--- config.mk ---
export PLATFORM = sky130hd
export DESIGN_NAME = truth_table_sweeper
export DESIGN_NICKNAME = d
export VERILOG_FILES = /design/src/rtl/truth_table_sweeper.sv
export SDC_FILE = /design/constraint.sdc
export NUM_CORES = 1
export LEC_CHECK = 0
export BUFFER_PORTS_ARGS = -buffer_cell sky130_fd_sc_hd__buf_4
export CORE_AREA = 2 2 51 101
export DETAILED_ROUTE_END_ITERATION = 7
export DIE_AREA = 0 0 53 103
export PLACE_DENSITY = 0.82
export SETUP_SLACK_MARGIN = 0.02
export SLEW_MARGIN = 20
export SYNTH_ARGS = -nofsm -noshare
export SYNTH_HDL_FRONTEND = slang
export SYNTH_SLANG_ARGS = --single-unit
--- constraint.sdc ---
create_clock -name clk -period 3.7 [get_ports clk]
set_input_delay 0.74 -clock clk [delete_from_list [all_inputs] [get_ports clk]]
set_output_delay 0.74 -clock clk [all_outputs]
set_load 0.01 [all_outputs]
--- src/rtl/truth_table_sweeper.sv ---
// Walks a small combinational block through every input vector, captures its
// truth table and compares each sample against an expected table latched at start.
module truth_table_sweeper #(
  parameter int N_IN   = 4,
  parameter int SETTLE = 1
) (
  input  logic        clk,
  input  logic        rst,
  input  logic        start,
  input  logic [15:0] expected,
  output logic [3:0]  dut_in,
  input  logic        dut_out,
  output logic        busy,
  output logic        done,
  output logic [15:0] captured_table,
  output logic        pass,
  output logic [4:0]  err_count,
  output logic [3:0]  first_err,
  output logic        first_err_valid
);

  localparam int NV = 1 << N_IN;
  localparam int CW = (SETTLE > 1) ? $clog2(SETTLE) : 1;
  localparam logic [3:0]    LAST_IDX = 4'(NV - 1);
  localparam logic [CW-1:0] CNT_MAX  = CW'(SETTLE - 1);

  typedef enum logic [0:0] {IDLE = 1'b0, RUN = 1'b1} state_t;

  state_t        state_r, state_s;
  logic [3:0]    idx_r, idx_s;
  logic [CW-1:0] cnt_r, cnt_s;
  logic [15:0]   exp_r, exp_s;
  logic [3:0]    dut_in_r, dut_in_s;
  logic          busy_r, busy_s;
  logic          done_r, done_s;
  logic [15:0]   table_r, table_s;
  logic          pass_r, pass_s;
  logic [4:0]    err_r, err_s;
  logic [3:0]    ferr_r, ferr_s;
  logic          ferr_v_r, ferr_v_s;

  // Next-state and next-output logic for the sweep sequencer.
  always_comb begin
    state_s  = state_r;
    idx_s    = idx_r;
    cnt_s    = cnt_r;
    exp_s    = exp_r;
    dut_in_s = dut_in_r;
    busy_s   = busy_r;
    done_s   = 1'b0;
    table_s  = table_r;
    pass_s   = pass_r;
    err_s    = err_r;
    ferr_s   = ferr_r;
    ferr_v_s = ferr_v_r;
    case (state_r)
      IDLE: begin
        if (start) begin
          idx_s    = 4'd0;
          cnt_s    = '0;
          dut_in_s = 4'd0;
          exp_s    = expected;
          table_s  = 16'h0000;
          err_s    = 5'd0;
          ferr_s   = 4'd0;
          ferr_v_s = 1'b0;
          pass_s   = 1'b0;
          busy_s   = 1'b1;
          state_s  = RUN;
        end else begin
          state_s = IDLE;
        end
      end
      RUN: begin
        if (cnt_r != CNT_MAX) begin
          cnt_s = cnt_r + CW'(1);
        end else begin
          table_s[idx_r] = dut_out;
          if (dut_out != exp_r[idx_r]) begin
            // Saturate so a miscounted sweep can never wrap back to "pass".
            if (err_r != 5'd16) begin
              err_s = err_r + 5'd1;
            end else begin
              err_s = err_r;
            end
            if (!ferr_v_r) begin
              ferr_s   = idx_r;
              ferr_v_s = 1'b1;
            end else begin
              ferr_s = ferr_r;
            end
          end else begin
            err_s = err_r;
          end
          cnt_s = '0;
          if (idx_r == LAST_IDX) begin
            busy_s   = 1'b0;
            done_s   = 1'b1;
            pass_s   = (err_s == 5'd0);
            dut_in_s = 4'd0;
            state_s  = IDLE;
          end else begin
            idx_s    = idx_r + 4'd1;
            dut_in_s = idx_r + 4'd1;
          end
        end
      end
      default: begin
        state_s = IDLE;
        busy_s  = 1'b0;
      end
    endcase
  end

  // State and output registers with synchronous reset.
  always_ff @(posedge clk) begin
    if (rst) begin
      state_r  <= IDLE;
      idx_r    <= 4'd0;
      cnt_r    <= '0;
      exp_r    <= 16'h0000;
      dut_in_r <= 4'd0;
      busy_r   <= 1'b0;
      done_r   <= 1'b0;
      table_r  <= 16'h0000;
      pass_r   <= 1'b0;
      err_r    <= 5'd0;
      ferr_r   <= 4'd0;
      ferr_v_r <= 1'b0;
    end else begin
      state_r  <= state_s;
      idx_r    <= idx_s;
      cnt_r    <= cnt_s;
      exp_r    <= exp_s;
      dut_in_r <= dut_in_s;
      busy_r   <= busy_s;
      done_r   <= done_s;
      table_r  <= table_s;
      pass_r   <= pass_s;
      err_r    <= err_s;
      ferr_r   <= ferr_s;
      ferr_v_r <= ferr_v_s;
    end
  end

  assign dut_in          = dut_in_r;
  assign busy            = busy_r;
  assign done            = done_r;
  assign captured_table  = table_r;
  assign pass            = pass_r;
  assign err_count       = err_r;
  assign first_err       = ferr_r;
  assign first_err_valid = ferr_v_r;

endmodule

==> flow_metrics.env <==
export IMPL_nNetsFinal=384
export IMPL_final_cell_mix="55 x buf_4, 54 x dfxtp_1, 50 x nand2_1"
export IMPL_ctsHoldBuffers=0
export IMPL_synth_edff_count=0
export IMPL_initial_core_util_pct=56.5
export IMPL_antenna_left=0
export IMPL_cts_sinks=54
export IMPL_cts_setup_buffers=0
export IMPL_track_usage_pct=25.2
export IMPL_io_pins=53
export IMPL_antennaDiodeCount=0
export IMPL_vias=2545
export IMPL_path_delay_family="flip-flops"
export IMPL_period_share_pct=76.1
export IMPL_dp_hpwl_mm=4.50
export IMPL_min_path_type="register to register"
export IMPL_yosysTopAreaCell="dfxtp_1"
export IMPL_place_congestion=0.843
export IMPL_syn_to_final_growth_pct=18.4
export IMPL_place_inst=408
export IMPL_rsz0062_at_grt="no"
export IMPL_slew_headroom_pct=34.4
export IMPL_die_y_um=103
export IMPL_final_common_cell="buf_4"
export IMPL_leakagePower_nw=1.21
export IMPL_async_flop_share_pct=0
export IMPL_yosysWarnings=0
export IMPL_wire_per_inst_um=15.2
export IMPL_crit_slowest_cell="dfxtp_1"
export IMPL_reg2reg_depth=5
export IMPL_crit_type="register to register"
export IMPL_critPathBufInv=2
export IMPL_fin_setup_tns_ps=0
export IMPL_clock_latency_ps=310
export IMPL_viasPerCell=6.12
export IMPL_synth_area_um2=2670
export IMPL_synth_top_area_share_pct=40.4
export IMPL_grt_pass1_vias=2288
export IMPL_clk_path_buf_depth=2
export IMPL_path_cells="inv_1, nand2_1, buf_4, o311ai_0, a21oi_1"
export IMPL_setup_viol=0
export IMPL_drt_pass1_iterations=6
export IMPL_gr_total_overflow=0
export IMPL_whs_endpoint="exp_r[15]"
export IMPL_tightest_slew_ps=971
export IMPL_die_area_um2=5460
export IMPL_final_seq_area_um2=1080
export IMPL_status="completed"
export IMPL_yosysSeqAreaShare_pct=40.4
export IMPL_power_density_nw_per_um2=367
export IMPL_grt_pass1_wl_mm=10.5
export IMPL_hold_path_depth=2
export IMPL_grt_max_degree=54
export IMPL_critPathMaxStageDelay_ps=980
export IMPL_ir_drop_mv=0.461
export IMPL_r2r_end="first_err[2]"
export IMPL_cts_resized=0
export IMPL_synth_main_ff_cell="dfxtp_1"
export IMPL_drive_above_1_share_pct=19.2
export IMPL_clkTransAtPathRegs_ps=100
export IMPL_max_freq_mhz=355
export IMPL_first_iter_violations=89
export IMPL_timing_rr_start="state_r"
export IMPL_yosysUniqueCellTypes=44
export IMPL_row_count=36
export IMPL_instances_no_fill=416
export IMPL_syn_inst=322
export IMPL_route_detailed_drc=0
export IMPL_multi_input_area_um2=1450
export IMPL_antenna_found_initial=0
export IMPL_fillers=386
export IMPL_synth_seq_cells=54
export IMPL_crit_required_ps=3930
export IMPL_core_area_um2=4730
export IMPL_start_kind="register"
export IMPL_synth_area_top_cells="dfxtp_1 40%, a21oi_1 8.4%, nand2_1 7.0%, mux2i_1 5.2%, nand4_1 3.5%"
export IMPL_slew_viol_final=0
export IMPL_cp_data_arrival_time_ps=3050
export IMPL_drt_total_wl_mm=6.34
export IMPL_finalHoldViolCount=0
export IMPL_clock_skew_ps=7.14
export IMPL_cap_violations=0
export IMPL_fin_crit_ps=2820
export IMPL_cp_end_kind="register"
export IMPL_min_from="exp_r[15]"
export IMPL_cts_buffers_inserted=5
export IMPL_reg2reg_slack_ps=880
export IMPL_avgSynthCellArea_um2=8.30
export IMPL_crit_fanout=30
export IMPL_syn_nets=348
export IMPL_cts_root_buffer="clkbuf_8"
export IMPL_htree_num_levels=2
export IMPL_io_buffer_count=52
export IMPL_die_x_um=53
export IMPL_cts_tree="built"
synthesized netlist by cell type (all sizes together), types with 3 or more instances:
cell and number:
ha 6, nand2 50, buf 4, xnor2 3
nand2b 3, o21ai 7, dfxtp 54, nand4 15
a21oi 45, inv 7, o211ai 12, nand3 9
mux2i 15, nand3b 3, nor2 22, o311ai 8
and3 3, or4 4, clkbuf 22
state kept, by name, indices dropped and copies added (netlist names):
signal / count
captured_table: 16
exp_r: 16
err_count: 5
dut_in: 4
first_err: 4
idx_r: 4
busy: 1
done: 1
first_err_valid: 1
pass: 1
state_r: 1
tightest hold or removal path, stage by stage, from the launching register on:
cell     delay, ps
dfxtp_1        320
nand2_1         50
a21oi_1         50
per-stage QoR:
step                      worst slack [ps]  total power, mW  cell area (µm²)  utilization [%]  hold WS (ps)
after floorplan                       1500            0.717             2670                -           436
after global placement                1070            0.756             3050             64.4           447
after detailed placement               983            0.761             3050             64.4           451
after CTS                              957             1.17             3160             66.9           464
after global routing                   612             1.20             3160             66.9           488
final                                  885             1.16             3160             66.9           462
per-layer routing:
layer  wire length [µm]  global-route usage, %  vias to the layer above
met1               2590                   31.7                     1196
met5                  0                      0                        -
met4                 73                   7.50                        0
met3                386                   3.91                        6
met2               3290                   43.6                      111
li1                   -                      -                     1232
layout make-up:
| type | instances | area share (%) |
|---|---|---|
| timing repair buffer | 55 | 13.0 |
| clock buffer | 5 | 2.17 |
| tap | 57 | 2.25 |
| inverter | 8 | 0.949 |
| clock inverter | 3 | 1.50 |
| sequential | 54 | 34.2 |
| multi-input combinational | 234 | 45.9 |
cells by family after synthesis:
group,Yosys count,synth area share (%)
buf+inv,34,5.20
compound gates,88,20.8
flops,54,40.4
xor+xnor,5,1.92
fa+ha+maj,6,2.81
mux,17,7.77
simple gates,118,21.0
power breakdown:
group / total (mW) / internal (mW) / switching, mW
Clock: 0.410 / 0.205 / 0.204
Sequential: 0.620 / 0.598 / 0.0219
Combinational: 0.130 / 0.0546 / 0.0753
worst max-delay path by stage:
stage                     startpoint           end  depth (start not counted)
final                        state_r  first_err[2]                          5
after global routing         state_r  first_err[2]                          5
after CTS                    state_r  first_err[2]                          5
after detailed placement     state_r  first_err[2]                          5
after global placement       state_r  first_err[3]                          5
after floorplan             idx_r[0]          pass                          6
Note: power is estimated with default switching activity, not from simulation.
